`config.mk`:
```
export PLATFORM = sky130hd
export DESIGN_NAME = fixed_qrot_flat
export DESIGN_NICKNAME = d
export VERILOG_FILES = /design/src/rtl/fixed_qrot_if.sv /design/src/rtl/fixed_qrot.sv /design/src/flat_wrapper.sv
export SDC_FILE = /design/constraint.sdc
export NUM_CORES = 2
export LEC_CHECK = 0
export CORE_MARGIN = 2
export CORE_UTILIZATION = 25
export DETAILED_ROUTE_END_ITERATION = 7
export GPL_TIMING_DRIVEN = 0
export PLACE_DENSITY = 0.45
export REMOVE_ABC_BUFFERS = 1
export SYNTH_ARGS = -nofsm -noshare
export SYNTH_HDL_FRONTEND = slang
export SYNTH_SLANG_ARGS = --single-unit
export TNS_END_PERCENT = 30
```
`constraint.sdc`:
```
create_clock -name clk -period 16.7 [get_ports clk]
set_input_delay 2.505 -clock clk [delete_from_list [all_inputs] [get_ports clk]]
set_output_delay 2.505 -clock clk [all_outputs]
set_load 0.01 [all_outputs]
```
`src/rtl/fixed_qrot_if.sv`:
```
`default_nettype none
// ============================================================================
// Module   : fixed_qrot_if
// Brief    : Input/output handshake bundle for the fixed-point quaternion rotator.
// Revision : 1.0 - initial release
// ============================================================================
interface fixed_qrot_if #(
    parameter int TOTAL_PREC = 18
);
    logic                         in_valid;
    logic                         in_ready;
    logic signed [TOTAL_PREC-1:0] q   [4];
    logic signed [TOTAL_PREC-1:0] v   [3];
    logic                         out_valid;
    logic                         out_ready;
    logic signed [TOTAL_PREC-1:0] res [3];

    // master = environment driving operands and taking results; slave = rotator
    modport master (
        output in_valid, q, v, out_ready,
        input  in_ready, out_valid, res
    );
    modport slave (
        input  in_valid, q, v, out_ready,
        output in_ready, out_valid, res
    );
endinterface
`default_nettype wire

```
`src/rtl/fixed_qrot.sv`:
```
`default_nettype none
// ============================================================================
// Module   : fixed_qrot
// Brief    : Sequential v' = q*v*q^-1 rotator, one shared multiplier, 16-cycle
//            latency. Define FIXED_QROT_SAT_EN to saturate results instead of wrap.
// Revision : 1.0 - initial release
// ============================================================================
module fixed_qrot #(
    parameter int TOTAL_PREC = 18,
    parameter int FRAC_BITS  = 13
) (
    input  wire logic   clk,
    input  wire logic   rst_n,
    fixed_qrot_if.slave bus,
    output logic        busy
);
    localparam int TW = TOTAL_PREC + 2;
    localparam int AW = TOTAL_PREC + 4;
    localparam int PW = 2 * TW;
`ifdef FIXED_QROT_SAT_EN
    localparam logic signed [AW-1:0] RES_MAX = AW'(2 ** (TOTAL_PREC - 1) - 1);
    localparam logic signed [AW-1:0] RES_MIN = -RES_MAX - AW'(1);
`endif

    typedef enum logic [1:0] {
        S_IDLE = 2'd0,
        S_T    = 2'd1,
        S_R    = 2'd2,
        S_DONE = 2'd3
    } state_t;

    state_t                       state;
    logic [3:0]                   step;
    logic signed [TOTAL_PREC-1:0] u_r     [3];
    logic signed [TOTAL_PREC-1:0] v_r     [3];
    logic signed [TOTAL_PREC-1:0] w_r;
    logic signed [TW-1:0]         t_r     [3];
    logic signed [PW-1:0]         hold_r;
    logic signed [AW-1:0]         acc_r;
    logic signed [TOTAL_PREC-1:0] stage_r [2];
    logic signed [TOTAL_PREC-1:0] res_r   [3];
    logic                         in_ready_r;
    logic                         out_valid_r;

    logic [1:0]                   a_sel;
    logic [1:0]                   b_sel;
    logic [1:0]                   comp;
    logic [1:0]                   kind;
    logic signed [TW-1:0]         op_a;
    logic signed [TW-1:0]         op_b;
    logic signed [PW-1:0]         prod;
    logic signed [PW-1:0]         prod_sh;
    logic signed [TW-1:0]         t_new;
    logic signed [AW-1:0]         v_pre;
    logic signed [AW-1:0]         addend;
    logic signed [AW-1:0]         sum;
    logic signed [TOTAL_PREC-1:0] narrowed;

    // Schedule: a_sel 3 selects w; in T the b operand comes from v, in R from t.
    always_comb begin
        a_sel = 2'd0;
        b_sel = 2'd0;
        comp  = 2'd0;
        kind  = 2'd0;
        if (state == S_T) begin
            case (step)
                4'd0:    begin a_sel = 2'd1; b_sel = 2'd2; comp = 2'd0; kind = 2'd0; end
                4'd1:    begin a_sel = 2'd2; b_sel = 2'd1; comp = 2'd0; kind = 2'd1; end
                4'd2:    begin a_sel = 2'd2; b_sel = 2'd0; comp = 2'd1; kind = 2'd0; end
                4'd3:    begin a_sel = 2'd0; b_sel = 2'd2; comp = 2'd1; kind = 2'd1; end
                4'd4:    begin a_sel = 2'd0; b_sel = 2'd1; comp = 2'd2; kind = 2'd0; end
                default: begin a_sel = 2'd1; b_sel = 2'd0; comp = 2'd2; kind = 2'd1; end
            endcase
        end else if (state == S_R) begin
            case (step)
                4'd0:    begin a_sel = 2'd3; b_sel = 2'd0; comp = 2'd0; kind = 2'd0; end
                4'd1:    begin a_sel = 2'd1; b_sel = 2'd2; comp = 2'd0; kind = 2'd1; end
                4'd2:    begin a_sel = 2'd2; b_sel = 2'd1; comp = 2'd0; kind = 2'd2; end
                4'd3:    begin a_sel = 2'd3; b_sel = 2'd1; comp = 2'd1; kind = 2'd0; end
                4'd4:    begin a_sel = 2'd2; b_sel = 2'd0; comp = 2'd1; kind = 2'd1; end
                4'd5:    begin a_sel = 2'd0; b_sel = 2'd2; comp = 2'd1; kind = 2'd2; end
                4'd6:    begin a_sel = 2'd3; b_sel = 2'd2; comp = 2'd2; kind = 2'd0; end
                4'd7:    begin a_sel = 2'd0; b_sel = 2'd1; comp = 2'd2; kind = 2'd1; end
                default: begin a_sel = 2'd1; b_sel = 2'd0; comp = 2'd2; kind = 2'd2; end
            endcase
        end
    end

    always_comb begin
        case (a_sel)
            2'd0:    op_a = TW'(u_r[0]);
            2'd1:    op_a = TW'(u_r[1]);
            2'd2:    op_a = TW'(u_r[2]);
            default: op_a = TW'(w_r);
        endcase
        if (state == S_R) begin
            case (b_sel)
                2'd0:    op_b = t_r[0];
                2'd1:    op_b = t_r[1];
                default: op_b = t_r[2];
            endcase
        end else begin
            case (b_sel)
                2'd0:    op_b = TW'(v_r[0]);
                2'd1:    op_b = TW'(v_r[1]);
                default: op_b = TW'(v_r[2]);
            endcase
        end
        case (comp)
            2'd0:    v_pre = AW'(v_r[0]);
            2'd1:    v_pre = AW'(v_r[1]);
            default: v_pre = AW'(v_r[2]);
        endcase
    end

    assign prod    = PW'(op_a) * PW'(op_b);
    assign prod_sh = prod >>> FRAC_BITS;
    assign t_new   = TW'((hold_r - prod_sh) <<< 1);
    assign addend  = AW'(prod_sh);

    // Accumulator wraps at AW bits; first product of a component starts from v[i].
    always_comb begin
        case (kind)
            2'd0:    sum = v_pre + addend;
            2'd1:    sum = acc_r + addend;
            default: sum = acc_r - addend;
        endcase
`ifdef FIXED_QROT_SAT_EN
        if (sum > RES_MAX) begin
            narrowed = TOTAL_PREC'(RES_MAX);
        end else if (sum < RES_MIN) begin
            narrowed = TOTAL_PREC'(RES_MIN);
        end else begin
            narrowed = TOTAL_PREC'(sum);
        end
`else
        narrowed = TOTAL_PREC'(sum);
`endif
    end

    always_ff @(posedge clk or negedge rst_n) begin
        if (!rst_n) begin
            state       <= S_IDLE;
            step        <= 4'd0;
            w_r         <= '0;
            hold_r      <= '0;
            acc_r       <= '0;
            in_ready_r  <= 1'b0;
            out_valid_r <= 1'b0;
            busy        <= 1'b0;
            for (int i = 0; i < 3; i++) begin
                u_r[i]   <= '0;
                v_r[i]   <= '0;
                t_r[i]   <= '0;
                res_r[i] <= '0;
            end
            stage_r[0] <= '0;
            stage_r[1] <= '0;
        end else begin
            case (state)
                S_IDLE: begin
                    in_ready_r <= 1'b1;
                    if (bus.in_valid && in_ready_r) begin
                        for (int i = 0; i < 3; i++) begin
                            u_r[i] <= bus.q[i];
                            v_r[i] <= bus.v[i];
                        end
                        w_r        <= bus.q[3];
                        in_ready_r <= 1'b0;
                        busy       <= 1'b1;
                        step       <= 4'd0;
                        state      <= S_T;
                    end
                end
                S_T: begin
                    if (kind == 2'd0) begin
                        hold_r <= prod_sh;
                    end else begin
                        case (comp)
                            2'd0:    t_r[0] <= t_new;
                            2'd1:    t_r[1] <= t_new;
                            default: t_r[2] <= t_new;
                        endcase
                    end
                    if (step == 4'd5) begin
                        step  <= 4'd0;
                        state <= S_R;
                    end else begin
                        step <= step + 4'd1;
                    end
                end
                S_R: begin
                    acc_r <= sum;
                    if (kind == 2'd2) begin
                        case (comp)
                            2'd0:    stage_r[0] <= narrowed;
                            2'd1:    stage_r[1] <= narrowed;
                            default: begin
                                // Output register only moves on the way into DONE.
                                res_r[0] <= stage_r[0];
                                res_r[1] <= stage_r[1];
                                res_r[2] <= narrowed;
                            end
                        endcase
                    end
                    if (step == 4'd8) begin
                        step        <= 4'd0;
                        out_valid_r <= 1'b1;
                        state       <= S_DONE;
                    end else begin
                        step <= step + 4'd1;
                    end
                end
                default: begin
                    if (bus.out_ready) begin
                        out_valid_r <= 1'b0;
                        busy        <= 1'b0;
                        in_ready_r  <= 1'b1;
                        state       <= S_IDLE;
                    end
                end
            endcase
        end
    end

    assign bus.in_ready  = in_ready_r;
    assign bus.out_valid = out_valid_r;
    assign bus.res[0]    = res_r[0];
    assign bus.res[1]    = res_r[1];
    assign bus.res[2]    = res_r[2];

endmodule
`default_nettype wire
```
`src/flat_wrapper.sv`:
```
// flat-port wrapper written by rule: the top's interface ports become plain ports
module fixed_qrot_flat 
#(
    parameter int TOTAL_PREC = 18,
    parameter int FRAC_BITS  = 13
)
  (clk, rst_n, busy, bus_in_valid, bus_q, bus_v, bus_out_ready, bus_in_ready, bus_out_valid, bus_res);
  fixed_qrot_if #(.TOTAL_PREC(TOTAL_PREC)) bus_i ();
  input  wire logic clk;
  input  wire logic rst_n;
  output logic busy;
  input wire logic [$bits(bus_i.in_valid)-1:0] bus_in_valid;
  input wire logic [$bits(bus_i.q)-1:0] bus_q;
  input wire logic [$bits(bus_i.v)-1:0] bus_v;
  input wire logic [$bits(bus_i.out_ready)-1:0] bus_out_ready;
  output wire logic [$bits(bus_i.in_ready)-1:0] bus_in_ready;
  output wire logic [$bits(bus_i.out_valid)-1:0] bus_out_valid;
  output wire logic [$bits(bus_i.res)-1:0] bus_res;
  assign bus_i.in_valid = bus_in_valid;
  assign bus_i.q = {>>{bus_q}};
  assign bus_i.v = {>>{bus_v}};
  assign bus_i.out_ready = bus_out_ready;
  assign bus_in_ready = bus_i.in_ready;
  assign bus_out_valid = bus_i.out_valid;
  assign bus_res = {>>{bus_i.res}};
  fixed_qrot #(.TOTAL_PREC(TOTAL_PREC), .FRAC_BITS(FRAC_BITS)) u_core (.clk(clk), .rst_n(rst_n), .bus(bus_i), .busy(busy));
endmodule
```
==> results.md <==
- 1st-pass router iterations: 5
- Vias in the first global route: around 22000
- Vias per std cell: between 4 and 5
- GRT Residual Overflow: 0
- CP Data Arrival Time: about 15000 ps
- Fillers: approximately 12000
- Worst Skew: ~19 ps
- FFs w/ async S/R, synth: 1.00
- Worst setup EP type: flop
- Most frequent CP cell: inv_1
- Htree depth: 2
- Die Wd: 342 um
- Die Area: between 0.1 and 0.15 mm^2
- Unrepaired setup endpoints after global routing: no
- Count leader, synth: inv_1
- Place WS: 2320 ps
- Post-Layout Cell Count: 4533
- #FFs+latches synth: 319
- Crit share post-route: 0.860
- Hold Buf Count CTS: 0
- Largest area contributor in the netlist: dfrtp_1
- Post-synth cell types: 87
- Buffers on Ports: 186
- Num CTS Buffers: 38
- Postcts setup bufs: 0
- Initial antenna violation count: 0
- I/O Pins: between 150 and 200
- Sequential fraction of the synthesis area: 0.280
- Global-route wire length before repair: approximately 130 mm
- Drt initial violations: between 1000 and 1500
- Final WL: ~86 mm
- Synthesis Warnings: 0
- Fin. max-slew vios: 0
- Req. time, crit path: ~17000 ps
- Post-route setup slack: 2330 ps
- Metal1 wirelength: between 40 and 50 mm
- Starting density of the core: 0.253
- Final setup vio count: 0
- Total negative setup slack: 0 ps
- CP peak stage delay: about 1100 ps
- EDFF count, synth: 0
- Worst skew pair latency: roughly 580 ps
- Least-Margin Pin Slew: ~1400 ps
- Syn Inst Count: around 2900
- Synth area leaders: dfrtp_1 (28%), fa_1 (23%), mux2_2 (9.2%)
- Top_reg_cell synth: dfrtp_1
- Max Freq: between 60 and 70 MHz
- Die Y: around 340 um
- Crit path kind: reg -> reg
- Max cap viols: 0
- CTS tree: yes
- Clock tree buffer depth: 3
- Clk root buf: clkbuf_16
- GRT Util Overall: 0.149
- Uppermost routed layer: met4
- Post-CTS Resized: 0
- Synth top cells by count: inv_1 (417), fa_1 (327), dfrtp_1 (319)
- Min cycle time layout: 14370 ps
- Clock sink total: ~320
- Area grow syn2layout: 18.8%
- WL met2: 39.2 mm
- Core area: 0.113 mm^2
- HP Class: reg -> reg
- Vias after detailed routing: just over 20000
- Layout cell share with drive strength beyond 1: 0.137
- Status: completed
- Avg Inst Size Synth: approximately 10 um^2
- DP HPWL: roughly 66 mm
- Max_slew headroom: 0.0647
- Slowest cell on the critical path: mux2i_1
- Placed insts: roughly 4500
- Synth top area share: 0.280
- WHS: roughly 470 ps
- ANT nets after route: 0
- CP startpoint kind: flop
- Synth Cell Area: between 0.02 and 0.03 mm^2
- Max Fanout on Critical Path: 19
- Met3 wire length: roughly 4.3 mm
- Largest net degree at the start of global routing: 113
- Drt drc: 0
- Global placement routability congestion: around 0.80
- Number of hold violations in the final report: 0
- Num rows: between 100 and 150
- Ant diodes: 0
- Drt wl/cell: 19.0 um
- Nets: between 3000 and 4000
- Clock transition at path regs: 60 ps
layer usage:
metal	vias to the layer above	global-route usage
met3	106	0.0243
met2	429	0.236
met4	0	0.0327
met1	10420	0.213
met5	-	0
li1	9580	-
cell type report:
type | instances | area (um^2) | area share
clock buffer | 55 | 1070 | 0.0317
clock inverter | 12 | 126 | 0.00373
sequential | 319 | 7980 | 0.235
tap | 1500 | 1880 | 0.0553
inverter | 418 | 1570 | 0.0463
multi-input combinational | 2003 | 18700 | 0.551
timing repair buffer | 226 | 2580 | 0.0762
logic make-up after synthesis:
logic type               after synthesis  synth area share
AO/OA/AOI/OAI                        391            0.0877
AND/OR/NAND/NOR                      713             0.110
multiplexers                         331             0.127
buffers and inverters                543            0.0733
adder cells (fa/ha/maj)              477             0.294
XOR/XNOR                              91            0.0282
flip-flops                           319             0.280
worst max-delay path, delay by kind of cell (launching register included):
kind	cells	cell delay, ps
adders and majority gates	11	5260
xor gates and xnor gates	1	590
AOI/OAI and AO/OA	9	2310
muxes	3	1430
buffers and inverters	10	930
and+or+nand+nor	9	3230
DFF	1	460
state kept, by name, indices dropped and copies added, names as in the netlist:
| signal | count |
|---|---|
| u_core.t_r | 57 |
| u_core.bus.res | 54 |
| u_core.u_r | 54 |
| u_core.v_r | 54 |
| u_core.stage_r | 36 |
| u_core.hold_r | 19 |
| u_core.acc_r | 18 |
| u_core.w_r | 18 |
| u_core.step | 4 |
| u_core.state | 2 |
| u_core.bus.in_ready | 1 |
| u_core.bus.out_valid | 1 |
| u_core.busy | 1 |
worst paths after layout:
check | start | endpoint | slack, ps | cells past startpoint
max | u_core.state[1] | u_core.t_r[38] | 2330 | 43
min | u_core.stage_r[6] | u_core.stage_r[6] | 470 | 2
max reg2reg | u_core.state[1] | u_core.t_r[38] | 2330 | 43
min reg2reg | u_core.stage_r[6] | u_core.stage_r[6] | 470 | 2
max in group asynchronous | rst_n | u_core.v_r[21] | 13110 | 4
min in group asynchronous | rst_n | u_core.u_r[51] | 1760 | 1
placed cells by master, fill, tap and decap left out, types with 9 or more instances in the layout:
| cell | instances |
|---|---|
| dfrtp_1 | 319 |
| o22ai_1 | 16 |
| nor2_1 | 274 |
| mux2_2 | 233 |
| or2_2 | 21 |
| and2_1 | 25 |
| inv_1 | 417 |
| nor3_1 | 16 |
| clkbuf_16 | 38 |
| ha_1 | 139 |
| clkbuf_1 | 11 |
| buf_16 | 11 |
| xnor2_1 | 64 |
| o21bai_1 | 15 |
| xor2_1 | 26 |
| mux2i_1 | 85 |
| o21a_1 | 9 |
| a21o_1 | 14 |
| o211ai_1 | 9 |
| a31oi_1 | 11 |
| buf_8 | 14 |
| fa_1 | 327 |
| o31ai_1 | 23 |
| nand2_1 | 255 |
| buf_6 | 10 |
| clkdlybuf4s50_1 | 185 |
| a21oi_1 | 76 |
| a21oi_2 | 10 |
| nand3_1 | 15 |
| nor2b_1 | 11 |
| a211oi_1 | 16 |
| o21ai_0 | 119 |
| nand2b_1 | 44 |
per-stage QoR:
stage / util / cell area [um^2]
6_report: 0.301 / 33900
5_1_grt: 0.301 / 33900
4_1_cts: 0.301 / 33900
3_5_place_dp: 0.290 / 32700
3_3_place_gp: 0.282 / 31800
2_1_floorplan: - / 28000
Power is left out: the tool's default activity adds up to more than one toggle a clock period on the data nets, which glitch-free logic cannot reach.
